File: src/rtl/spi_cmd_pkg.sv
// Shared opcode and FSM state encodings for the SPI command decoder.
package spi_cmd_pkg;

  typedef enum logic [3:0] {
    OP_NOP  = 4'h0,
    OP_LED  = 4'h1,
    OP_LDA  = 4'h2,
    OP_LDB  = 4'h3,
    OP_ADD  = 4'h4,
    OP_SUB  = 4'h5,
    OP_AND  = 4'h6,
    OP_OR   = 4'h7,
    OP_XOR  = 4'h8,
    OP_DISP = 4'h9,
    OP_CLR  = 4'hF
  } opcode_e;

  typedef enum logic [1:0] {
    IDLE     = 2'd0,
    WAIT_OP1 = 2'd1,
    WAIT_OP2 = 2'd2
  } state_e;

endpackage

File: src/rtl/spi_cmd_decoder_alu.sv
// Combinational 4-bit ALU; bit 4 of the result carries carry (ADD) or borrow (SUB).
module nibble_alu
  import spi_cmd_pkg::*;
(
  input  logic [3:0] a,
  input  logic [3:0] b,
  input  opcode_e    op,
  output logic [4:0] result,
  output logic       zero
);

  always_comb begin
    result = '0;
    case (op)
      OP_ADD:  result = {1'b0, a} + {1'b0, b};
      // 5-bit wrap leaves bit 4 set exactly when a < b
      OP_SUB:  result = {1'b0, a} - {1'b0, b};
      OP_AND:  result = {1'b0, a & b};
      OP_OR:   result = {1'b0, a | b};
      OP_XOR:  result = {1'b0, a ^ b};
      default: result = '0;
    endcase
  end

  assign zero = (result[3:0] == 4'h0);

endmodule

File: src/rtl/spi_cmd_decoder.sv
// Parses the SPI nibble stream into opcode/operand commands driving LED, ALU and display registers.
module spi_cmd_decoder
  import spi_cmd_pkg::*;
#(
  parameter int unsigned TIMEOUT_CYCLES = 1_000_000
) (
  input  logic       clk,
  input  logic       reset_n,
  input  logic [3:0] nibble_in,
  input  logic       nibble_valid_in,
  output logic [3:0] led_out,
  output logic [4:0] result_out,
  output logic       zero_out,
  output logic [7:0] display_out,
  output logic       cmd_done_out,
  output logic       error_out,
  output logic       busy_out
);

  localparam int unsigned CW = $clog2(TIMEOUT_CYCLES);
  localparam logic [CW-1:0] CNT_LAST = CW'(TIMEOUT_CYCLES - 1);

  state_e        state_q, state_d;
  opcode_e       cur_op_q, cur_op_d;
  logic [CW-1:0] cnt_q, cnt_d;
  logic [3:0]    a_q, a_d;
  logic [3:0]    b_q, b_d;
  logic [3:0]    disp_hi_q, disp_hi_d;
  logic [3:0]    led_q, led_d;
  logic [4:0]    result_q, result_d;
  logic          zero_q, zero_d;
  logic [7:0]    display_q, display_d;
  logic          done_q, done_d;
  logic          error_q, error_d;
  logic          busy_q, busy_d;

  opcode_e    nib_op;
  logic [4:0] alu_result;
  logic       alu_zero;

  assign nib_op = opcode_e'(nibble_in);

  nibble_alu u_alu (
    .a      (a_q),
    .b      (b_q),
    .op     (nib_op),
    .result (alu_result),
    .zero   (alu_zero)
  );

  always_comb begin
    state_d   = state_q;
    cur_op_d  = cur_op_q;
    cnt_d     = cnt_q;
    a_d       = a_q;
    b_d       = b_q;
    disp_hi_d = disp_hi_q;
    led_d     = led_q;
    result_d  = result_q;
    zero_d    = zero_q;
    display_d = display_q;
    done_d    = 1'b0;
    error_d   = error_q;

    case (state_q)
      IDLE: begin
        cnt_d = '0;
        if (nibble_valid_in) begin
          case (nib_op)
            OP_NOP: done_d = 1'b1;
            OP_LED, OP_LDA, OP_LDB, OP_DISP: begin
              state_d  = WAIT_OP1;
              cur_op_d = nib_op;
            end
            OP_ADD, OP_SUB, OP_AND, OP_OR, OP_XOR: begin
              result_d = alu_result;
              zero_d   = alu_zero;
              done_d   = 1'b1;
            end
            OP_CLR: begin
              a_d       = '0;
              b_d       = '0;
              led_d     = '0;
              result_d  = '0;
              display_d = '0;
              error_d   = 1'b0;
              zero_d    = 1'b1;
              done_d    = 1'b1;
            end
            default: error_d = 1'b1;
          endcase
        end
      end

      WAIT_OP1, WAIT_OP2: begin
        // A strobe takes priority over a timeout landing in the same cycle
        if (nibble_valid_in) begin
          cnt_d = '0;
          if (state_q == WAIT_OP2) begin
            display_d = {disp_hi_q, nibble_in};
            state_d   = IDLE;
            done_d    = 1'b1;
          end else begin
            case (cur_op_q)
              OP_LED:  led_d = nibble_in;
              OP_LDA:  a_d   = nibble_in;
              OP_LDB:  b_d   = nibble_in;
              OP_DISP: disp_hi_d = nibble_in;
              default: ;
            endcase
            if (cur_op_q == OP_DISP) begin
              state_d = WAIT_OP2;
            end else begin
              state_d = IDLE;
              done_d  = 1'b1;
            end
          end
        end else if (cnt_q == CNT_LAST) begin
          state_d = IDLE;
          error_d = 1'b1;
          cnt_d   = '0;
        end else begin
          cnt_d = cnt_q + 1'b1;
        end
      end

      default: state_d = IDLE;
    endcase

    busy_d = (state_d != IDLE);
  end

  always_ff @(posedge clk or negedge reset_n) begin
    if (!reset_n) begin
      state_q   <= IDLE;
      cur_op_q  <= OP_NOP;
      cnt_q     <= '0;
      a_q       <= '0;
      b_q       <= '0;
      disp_hi_q <= '0;
      led_q     <= '0;
      result_q  <= '0;
      zero_q    <= 1'b1;
      display_q <= '0;
      done_q    <= 1'b0;
      error_q   <= 1'b0;
      busy_q    <= 1'b0;
    end else begin
      state_q   <= state_d;
      cur_op_q  <= cur_op_d;
      cnt_q     <= cnt_d;
      a_q       <= a_d;
      b_q       <= b_d;
      disp_hi_q <= disp_hi_d;
      led_q     <= led_d;
      result_q  <= result_d;
      zero_q    <= zero_d;
      display_q <= display_d;
      done_q    <= done_d;
      error_q   <= error_d;
      busy_q    <= busy_d;
    end
  end

  assign led_out      = led_q;
  assign result_out   = result_q;
  assign zero_out     = zero_q;
  assign display_out  = display_q;
  assign cmd_done_out = done_q;
  assign error_out    = error_q;
  assign busy_out     = busy_q;

endmodule

File: config.mk
export PLATFORM = sky130hd
export DESIGN_NAME = spi_cmd_decoder
export DESIGN_NICKNAME = d
export VERILOG_FILES = /design/src/rtl/spi_cmd_pkg.sv /design/src/rtl/spi_cmd_decoder_alu.sv /design/src/rtl/spi_cmd_decoder.sv
export SDC_FILE = /design/constraint.sdc
export NUM_CORES = 1
export LEC_CHECK = 0
export ABC_CLOCK_PERIOD_IN_PS = 4800
export CORE_UTILIZATION = 35
export DETAILED_ROUTE_END_ITERATION = 16
export PLACE_DENSITY = 0.5
export SLEW_MARGIN = 10
export SYNTH_ARGS = -nofsm -noshare
export SYNTH_HDL_FRONTEND = slang
export SYNTH_SLANG_ARGS = --single-unit
export TNS_END_PERCENT = 50
File: constraint.sdc
create_clock -name clk -period 4.8 [get_ports clk]
set_input_delay 0.48 -clock clk [delete_from_list [all_inputs] [get_ports clk]]
set_output_delay 0.48 -clock clk [all_outputs]
set_load 0.01 [all_outputs]
# Word-level counts from Yosys, hierarchy flattened
# Index checks and enable logic that the tools add are counted.
[word_totals]
ff_bits = 59
input_bits = 7
out_inout_bits = 21
wordCells = 110
[op_classes]
muxes = 43
n_eq_ne = 28
reduce_logical = 19
n_addsub = 3
bitwise = 4
[op_table]
columns = ["op", "n"]
rows = [
  ["$mux 4", 11],
  ["$mux 20", 2],
  ["$pmux 20 s2", 1],
  ["$mux 8", 4],
  ["$pmux 5 s5", 1],
  ["$pmux 4 s2", 3],
  ["$add 20x1->20 const B", 1],
  ["$eq 20x20->1 const B", 1],
  ["$reduce_and 6->1", 3],
  ["$eq 4x2->1 const B", 4],
  ["$eq 4x3->1 const B", 4],
  ["$eq 4x4->1 const B", 4],
  ["$pmux 8 s2", 1],
  ["$ne 2x2->1 const B", 7],
  ["$mux 2", 6],
  ["$pmux 5 s2", 1],
  ["$reduce_and 5->1", 2],
  ["$reduce_or 10->1", 1],
  ["$eq 4x1->1 const B", 2],
  ["$logic_not 4->1", 2],
  ["$mux 1", 8],
  ["$ne 2x1->1 const B", 4],
  ["$pmux 1 s2", 4],
  ["$reduce_or 7->1", 1],
  ["16 further kinds", 19],
]

# Longest topological paths before layout
# Gate-level depths: netlist of the first run.
[logic_depth]
word_depth = 6
depth_mapped = 12
ltp_nobuf = 11

# Hierarchy
# Synthesis of the first run repeated with hierarchy kept, for this count alone.
[unflattened]
hier_cells = 338
area_unflattened_um2 = 3488.3
[by_module_without_submodules]
columns = ["mod", "n_inst", "cells_each", "seq_area_each_um2", "area_each_um2"]
rows = [
  ["spi_cmd_decoder", 1, 267, 1477.7, 2939.1],
  ["nibble_alu", 1, 71, 0.0, 549.3],
]

# Least setup slack after synthesis of the first run
# OpenSTA, ideal clock, no wires.
[synth_timing]
kind = "input to register"
start = "input port nibble_in[3]"
end = "register result_q[3] (netlist: result_out[3])"
path_slack_ps = 2015
n_path_buf = 1
setup_ps = 64
required_time_ps = 4736
path_stages = 11
t_arrival_ps = 2720
cell_sequence = "buf_2 or2b_1 nor2_2 nand2_1 a21oi_1 ha_1 nor2b_1 o21a_1 or4b_1 a31oi_1 a21o_1"
[synth_between]
elab_chain_len = 4
elab_cells_between_ends = 11
cone_classes = "eq/ne (6); mux (2); reduce/logical (3)"
[synth_rtl]
columns = ["item", "line", "source"]
rows = [
  ["start: declaration", "spi_cmd_decoder.sv:9", "input logic [3:0] nibble_in,"],
  ["$eq 4x3->1 / $eq 4x4->1 (equally long branches)", "spi_cmd_decoder_alu.sv:14, spi_cmd_decoder.sv:69", ""],
  ["$reduce_or 5->1", "--", ""],
  ["$reduce_bool 2->1 (no source line)", "--", ""],
  ["$reduce_and 3->1 (no source line)", "--", ""],
  ["end signal: assignment", "spi_cmd_decoder.sv:156", "result_q <= result_d;"],
  ["end: declaration", "spi_cmd_decoder.sv:30", "logic [4:0] result_q, result_d;"],
]
# Several ways; a longest one is shown, not always the timed one.
# A chain may end at the register's enable or synchronous reset.

# Worst setup path after layout of the first run
[layout_timing]
start = "input port nibble_in[2]"
end = "register result_q[3] (netlist: result_out[3])"
# The elaborated chain is that of the path after synthesis.

==> impl_metrics.ini, run 1 <==
[timing]
finalSetupTns_ns = 0
clock_skew_ns = 0.00710
rsz0062_at_grt = false
min_period_ns = 3.28
maxSlewViolCount = 0
worstMarginPinSlew_ns = 0.760
max_slew_margin = 0.493
hold_viol_final = 0
setup_viol = 0
timing.fmax_mhz = 305
fin_crit_sh = 0.684

[synth]
ys_ff_latch = 59
ys.warnings.count = 0
ys.flop_type = dfrtp_1
synth_edf_count = 0
yosys.area.top_type = dfrtp_1
syn_area_per_cell_um2 = 10.3
synthCells = 327
ys_async_sr_fraction = 1.00
synth_fp_nets = 353
synth_area_leaders = dfrtp_1 43%, mux2_2 8.0%, ha_1 6.7%
yosysSeqAreaShare = 0.439
synthesis.area_mm2 = 0.00337
synth.distinct_cells = 56
yosysTopAreaCellShare = 0.431

[clock_network]
postCtsSetupRepairBufs = 0
cts_tree = yes
cts_buffer_depth = 2
cts_num_sinks = 59
cts_root_buf = clkbuf_8
cts_max_level = 3
hold_buffers = 0
clk_pin_slew_ns = 0.07
clk_latency_ns = 0.34
post_cts_resized = 0
cts_buffers = 9

[global_route]
grt_max_degree = 60
track_usage = 0.156
gr-total-overflow = 0
antenna_found_initial = 0
grt_first_pass_wirelength_um = 11900
grt_pass1_vias = 2399

[placed_design]
io_buffers = 27
placedInstanceArea_mm2 = 0.00375
place.gp.congestion = 0.779
hpwl_um = 4910

[worst_setup_path]
crit_family = simple AND/OR/NAND/NOR gates
startpoint_type = input port
crit_buf_inv = 1
cp.arrival_ns = 3.57
crit_slowest_cell = clkdlybuf4s50_1
cp_data_required_time_ns = 5.09
cp_cell_sequence = clkdlybuf4s50_1, or2b_1, nor2_2, nand2_1, a21oi_1, ha_1, nor2b_1, o21a_1, or4b_1, a31oi_1, a21o_1
worstSetupPathType = input port to register
cpPeakStageDelay_ns = 0.79
critPathMaxFanout = 12
crit_path_end_kind = register

[drt]
vias_per_cell = 4.81
drtIter0Drc = 70
vias = 2358
drt_first_pass_iters = 4
drtAntennaViolNets = 0
routedWlPerCell_um = 14.3
drc = 0
drt-total-wl_um = 6990

[pwr]
ir_worst_vdd_mv = 0.175
p_per_area_mw_per_mm2 = 502
leakagePower_nw = 1.65

[floorplan]
row_count = 35
start_util = 0.363
die_h_um = 100
core-area_mm2 = 0.00928
design.die.area_mm2 = 0.0100
ios = 28
dieWidth_um = 100

[hold_path]
min_path_type = input port to asynchronous set/reset pin

[finish]
fin_nets = 382
diodes = 0
areaGrowthSynthToFinish_pct = 17.3
fin_area_mm2 = 0.00395
drive_gt1_frac = 0.158

[run]
max_cap_viol_count = 0

[run_status]
outcome = finished clean
per-stage QoR:
stage                     std cells  power (mW)  worst slack [ns]   util  hold WS [ns]
after floorplan                 327        1.26              2.02      -         0.184
after global routing            490        2.15              1.27  0.425         0.363
after detailed placement        474        1.55              1.15  0.404         0.472
final                           490        1.98              1.52  0.425         0.287
after CTS                       490        2.01              1.51  0.425         0.316
after global placement          474        1.54              1.22  0.404         0.468
synthesized netlist by cell type, drive strengths merged, types with 3 or more instances:
library cell,n
and2,5
xnor2,11
and3,6
o21ai,10
nand4,3
nand3,9
nand2b,4
ha,18
a21o,5
nor4,4
a2111oi,3
nor2,32
clkbuf,7
dfrtp,58
nor3,7
nor2b,4
xor2,8
mux2,24
a21oi,17
nand2,28
inv,21
o2bb2ai,4
buf,6
cell type report:
| type | instances | area [um2] |
|---|---|---|
| well taps | 129 | 161 |
| flip-flops and latches | 59 | 1480 |
| inverters | 21 | 78.8 |
| clock buffers | 11 | 141 |
| multi-input cells | 234 | 1740 |
| fillers | 924 | 5340 |
| repair buffers | 31 | 295 |
| clock inverters | 5 | 52.6 |
sequential cells by signal, indices dropped and copies added, names as in the netlist, 2 cells and up:
name and cells:
a_q 4, disp_hi_q 4, cnt_q 20, result_out 5
b_q 4, cur_op_q 4, led_out 4, display_out 8
state_q 2
layout by cell type (no fill, tap or decap), drive strengths merged, types with 4 or more instances in the layout:
cell type and n:
ha 18, xnor2 11, clkbuf 11, dfrtp 58, a21oi 17, nor2 32, nand3 9, mux2 24
o2bb2ai 4, inv 21, buf 5, nor2b 4, a21o 5, nor3 7, nand2 28, nor4 4
xor2 8, and3 6, clkdlybuf4s50 26, nand2b 4, and2 5, o21ai 10
where the power goes:
| part | leakage [nW] | internal [mW] | switching (mW) |
|---|---|---|---|
| combinational | 0.760 | 0.398 | 0.406 |
| sequential | 0.792 | 0.626 | 0.0944 |
| clock | 0.0991 | 0.251 | 0.205 |
per-layer routing:
metal,GRT usage,vias to the layer above,part of all wire
met5,0,-,0
met4,0.0602,0,0.017
met3,0.0383,10,0.024
met2,0.275,26,0.51
met1,0.181,1120,0.45
li1,-,1202,-
kinds of logic after synthesis:
logic type,Yosys count,synth area share
simple gates,115,0.192
flops,59,0.439
compound gates,56,0.120
buf+inv,34,0.0435
mux,25,0.0833
xor+xnor,19,0.0494
fa+ha+maj,19,0.0729
final timing paths:
path                                             from                          to  slack, ns  cells past startpoint
max                                      nibble_in[2]   result_out[3]$_DFFE_PN0P_       1.52                     11
min                                           reset_n       cnt_q[12]$_DFFE_PN0P_       0.29                      2
max reg2reg                      state_q[0]$_DFF_PN0_          b_q[1]$_DFFE_PN0P_       2.14                      7
min reg2reg                display_out[7]$_DFFE_PN0P_  display_out[7]$_DFFE_PN0P_       0.48                      2
max in group asynchronous                     reset_n    disp_hi_q[2]$_DFFE_PN0P_       4.02                      2
min in group clk           display_out[7]$_DFFE_PN0P_  display_out[7]$_DFFE_PN0P_       0.48                      2
No activity file was read; power rests on OpenSTA's default activity.
==> inputs of run 2 (changes only) <==
Settings changed: ABC_CLOCK_PERIOD_IN_PS 4800 to 2680, PLACE_DENSITY 0.5 to 0.52.
Clock period 4.8 ns to 2.68 ns, I/O delays scaled along.
==> run 2 against run 1 <==
Final cell count increased by 2.9%; hold slack improved by 0.18 ns; utilization grew 1.7 points; first-iteration DRC count fell by 46%; routed wire length rose by 0.83%; die area unchanged; total power up 87%; sequential share of layout area down 1.4 points; count of clock-buffer cells in the layout shrank 1; design area is 4.0% higher; global-route usage up 0.31 points; non-clock buffer count increased by 14; critical path type unchanged; largest cell class unchanged; largest power group unchanged.
==> impl_metrics.ini, run 2 (synthesized netlist as in run 1, its figures left out) <==
[clock_network]
cts_tree = yes
clk_pin_slew_ns = 0.07
cts_root_buf = clkbuf_8
cts_buffers = 9
clk_latency_ns = 0.35
cts_max_level = 3
postCtsSetupRepairBufs = 0
cts_num_sinks = 59
cts_buffer_depth = 2

[finish]
fin_nets = 396
final_cell_mix = 58 x dfrtp_1, 28 x nor2_1, 27 x nand2_1
final.fill_count = 944
seqCellArea_mm2 = 0.00148
max_flop_register = cnt_q
areaGrowthSynthToFinish_pct = 22.0
multi_input_area_mm2 = 0.00176
drive_gt1_frac = 0.197
fin_area_mm2 = 0.00411
largest_reg_flops = 20
final_common_cell = dfrtp_1
diodes = 0

[worst_setup_path]
worstSetupPathType = input port to register
ff2ff_setup_slack_ns = 0.30
startpoint_type = input port
r2r_cells = 9
crit_path_end_kind = register
startpoint = nibble_in[2]
reg2reg_from = b_q[0]$_DFFE_PN0P_
cp.arrival_ns = 2.73
cp_data_required_time_ns = 2.93
critPathMaxFanout = 5
rr_endpoint = result_out[3]$_DFFE_PN0P_

[placed_design]
hpwl_um = 5040
io_buffers = 27
place.gp.congestion = 0.775
post-place-ws_ns = -0.224
placedInstanceArea_mm2 = 0.00386

[global_route]
track_usage = 0.159
grt_first_pass_wirelength_um = 12300
grt_max_degree = 60
grt_pass1_vias = 2502
antenna_found_initial = 0
gr-total-overflow = 0

[timing]
maxSlewViolCount = 0
worstMarginPinSlew_ns = 0.484
rsz0062_at_grt = false
max_slew_margin = 0.669
min_period_ns = 2.48
finalSetupTns_ns = 0
fin_crit_sh = 0.925
hold_viol_final = 0
timing.fmax_mhz = 404
clock_skew_ns = 0.00843
setup_viol = 0
worst_slack_ns = 0.202

[run_status]
outcome = finished clean

[floorplan]
start_util = 0.363
die_h_um = 100
design.die.area_mm2 = 0.0100
core-area_mm2 = 0.00928
row_count = 35
dieWidth_um = 100
ios = 28

[drt]
drt-total-wl_um = 7050
drtIter0Drc = 38
vias = 2439
drt_first_pass_iters = 5
routedWlPerCell_um = 14.0
drc = 0
drtAntennaViolNets = 0
vias_per_cell = 4.84

[pwr]
leakagePower_nw = 1.73
ir_worst_vdd_mv = 0.467
p_per_area_mw_per_mm2 = 899

[hold_path]
min_path_type = input port to asynchronous set/reset pin

[run]
max_cap_viol_count = 0
-- run 2: timing repair --
action,4_1_cts,5_1_grt
hold buffers,1,0
endpoints found under the setup margin,0,2
resized for setup,0,4
endpoints found under the hold margin,58,0
-- run 2: worst max-delay path: stages --
cell and delay (ns):
clkdlybuf4s50_1 0.50, or2b_1 0.26, nor2_2 0.13, buf_4 0.15, a21oi_1 0.07, xnor2_1 0.13, ha_1 0.30, buf_4 0.15
xor2_1 0.15, a22oi_1 0.15, a21oi_1 0.13, a2111oi_2 0.35
-- run 2: how the worst max path moves through the flow --
stage	endpoint	slack, ns
floorplan	result_out[3]$_DFFE_PN0P_	0.11
global placement	result_out[3]$_DFFE_PN0P_	-0.19
detailed placement	result_out[3]$_DFFE_PN0P_	-0.22
CTS	result_out[3]$_DFFE_PN0P_	0.14
global route	result_out[3]$_DFFE_PN0P_	0.02
finish	zero_out$_DFFE_PN1P_	0.20
-- run 2: power breakdown --
group | internal (mW) | total (mW) | switching [mW]
clock | 0.525 | 0.902 | 0.377
sequential | 1.12 | 1.28 | 0.163
combinational | 0.766 | 1.51 | 0.742
total | 2.41 | 3.69 | 1.28
-- run 2: metrics by stage --
| step | power, mW | hold slack, ns | util | std cells |
|---|---|---|---|---|
| floorplan | 2.26 | -0.0276 | - | 327 |
| finish | 3.69 | 0.471 | 0.442 | 504 |
| global placement | 2.80 | 0.303 | 0.416 | 487 |
| CTS | 3.76 | 0.468 | 0.441 | 504 |
| global route | 3.98 | 0.495 | 0.442 | 504 |
| detailed placement | 2.83 | 0.303 | 0.416 | 487 |
-- run 2: layer usage --
layer,GRT usage,up-vias,share of wire
met5,0,-,0
met4,0.0580,0,0.014
met3,0.0453,8,0.026
met2,0.264,23,0.48
met1,0.196,1181,0.48
li1,-,1227,-
-- run 2: area by class of cell --
cell class | count | area share
clock buffers | 10 | 0.0311
repair buffers | 45 | 0.101
multi-input cells | 234 | 0.428
flip-flops and latches | 59 | 0.360
well taps | 129 | 0.0393
inverters | 21 | 0.0192
clock inverters | 6 | 0.0219
==> inputs of run 3 (changes only) <==
Settings changed: HOLD_SLACK_MARGIN set to 0.1, PLACE_DENSITY 0.52 to unset, PLACE_DENSITY_LB_ADDON set to 0.08.
==> run 3 against run 2 <==
Count of clock-buffer cells in the layout decreased by 1; routed wire length is 4.0% higher; worst setup slack lost 0.12 ns; combinational power hardly changed; total power decreased by 4.0%; highest routed layer unchanged.
==> impl_metrics.ini, run 3 (synthesized netlist as in run 1, its figures left out) <==
[clock_network]
cts_root_buf = clkbuf_8
hold_buffers = 0
cts_max_level = 3
post_cts_resized = 0
clk_latency_ns = 0.34
postCtsSetupRepairBufs = 0
cts_num_sinks = 59
cts_buffers = 9
cts_tree = yes
clk_pin_slew_ns = 0.07
cts_buffer_depth = 2

[global_route]
grt_first_pass_wirelength_um = 12700
grt_max_degree = 60
gr-total-overflow = 0
antenna_found_initial = 0
grt_pass1_vias = 2476
track_usage = 0.166

[worst_setup_path]
startpoint_type = input port
worstSetupPathType = input port to register
critPathMaxFanout = 3
cp_data_required_time_ns = 2.95
r2r_cells = 9
crit_path_end_kind = register
cp.arrival_ns = 2.87

[floorplan]
ios = 28
core-area_mm2 = 0.00928
start_util = 0.363
design.die.area_mm2 = 0.0100
dieWidth_um = 100
row_count = 35
die_h_um = 100

[timing]
setup_viol = 0
min_period_ns = 2.60
rsz0062_at_grt = true
worst_slack_ns = 0.0811
timing.fmax_mhz = 385
clock_skew_ns = 0.00675
worstMarginPinSlew_ns = 0.778
maxSlewViolCount = 0
max_slew_margin = 0.481
finalSetupTns_ns = 0
hold_viol_final = 0
hold_ws_ns = 0.0782
fin_crit_sh = 0.970

[finish]
largest_reg_flops = 20
max_flop_register = cnt_q
fin_nets = 394
areaGrowthSynthToFinish_pct = 19.9
final_cell_mix = 58 x dfrtp_1, 29 x nor2_1, 28 x nand2_1
fin_area_mm2 = 0.00404
drive_gt1_frac = 0.188
final_common_cell = dfrtp_1
fin_cells = 502
fin_util = 0.435
diodes = 0

[drt]
vias = 2465
drtIter0Drc = 76
drc = 0
drt_first_pass_iters = 5
drt-total-wl_um = 7330
routedWlPerCell_um = 14.6
drtAntennaViolNets = 0
vias_per_cell = 4.91

[pwr]
switching_share = 0.373
clkPwrFrac = 0.207
finalPower_mw = 3.54
p_per_area_mw_per_mm2 = 878
p_seq_frac = 0.362
ir_worst_vdd_mv = 0.365
comb_power_share = 0.431
leakagePower_nw = 1.70
switching_power_mw = 1.32
p_int_mw = 2.22

[run_status]
outcome = finished clean

[hold_path]
min_path_type = input port to asynchronous set/reset pin

[placed_design]
io_buffers = 27
hpwl_um = 5150
place.detailed.instances = 485
place.gp.congestion = 0.829
post-place-ws_ns = -0.218
placedInstanceArea_mm2 = 0.00385

[run]
max_cap_viol_count = 0
-- run 3: cell count changes in the layout (fill, tap and decap cells not counted), sizes merged --
| cell | before | now |
|---|---|---|
| bufinv | 2 | 0 |
| clkinv | 3 | 5 |
| clkbuf | 10 | 9 |
| clkinvlp | 1 | 2 |
| dlygate4sd3 | 1 | 0 |
| buf | 18 | 17 |
-- run 3: worst paths after layout --
| kind | start | to | slack (ns) |
|---|---|---|---|
| worst max-delay path | nibble_in[2] | result_out[1]$_DFFE_PN0P_ | 0.08 |
| worst min-delay path | reset_n | cnt_q[0]$_DFFE_PN0P_ | 0.08 |
| worst max register to register | b_q[0]$_DFFE_PN0P_ | result_out[3]$_DFFE_PN0P_ | 0.28 |
| worst min register to register | display_out[6]$_DFFE_PN0P_ | display_out[6]$_DFFE_PN0P_ | 0.49 |
| max in group asynchronous | reset_n | b_q[0]$_DFFE_PN0P_ | 2.08 |
| min in group clk | display_out[6]$_DFFE_PN0P_ | display_out[6]$_DFFE_PN0P_ | 0.49 |
-- run 3: critical path: stages --
cell	delay, ns
clkdlybuf4s50_1	0.47
or2b_1	0.27
nor2_2	0.12
nand2_1	0.10
nor2_1	0.10
a21oi_1	0.06
buf_4	0.14
fa_1	0.50
nor2_1	0.05
a311oi_1	0.30
a21oi_1	0.11
buf_4	0.15
buf_4	0.12
o2bb2ai_1	0.12
-- run 3: layer usage --
metal	routed length, um	up-vias	part of all wire	GRT usage
li1	-	1216	-	-
met1	3550	1203	0.48	0.215
met2	3540	38	0.48	0.271
met3	174	8	0.024	0.0397
met4	69	0	0.0094	0.0647
met5	0	-	0	0
-- run 3: area by class of cell --
cell class	count	area, um2
Clock buffer	9	124
Sequential cell	59	1480
Inverter	21	78.8
Multi-Input combinational cell	234	1740
Fill cell	945	5250
Clock inverter	7	55.1
Timing Repair Buffer	43	398
Tap cell	129	161
-- run 3: power by group through the flow --
stage	registers, mW	clock network [mW]	logic [mW]
floorplan	1.33	0	0.935
global placement	1.30	0	1.54
detailed placement	1.30	0	1.54
CTS	1.29	0.772	1.55
global route	1.32	0.817	1.72
finish	1.28	0.732	1.53
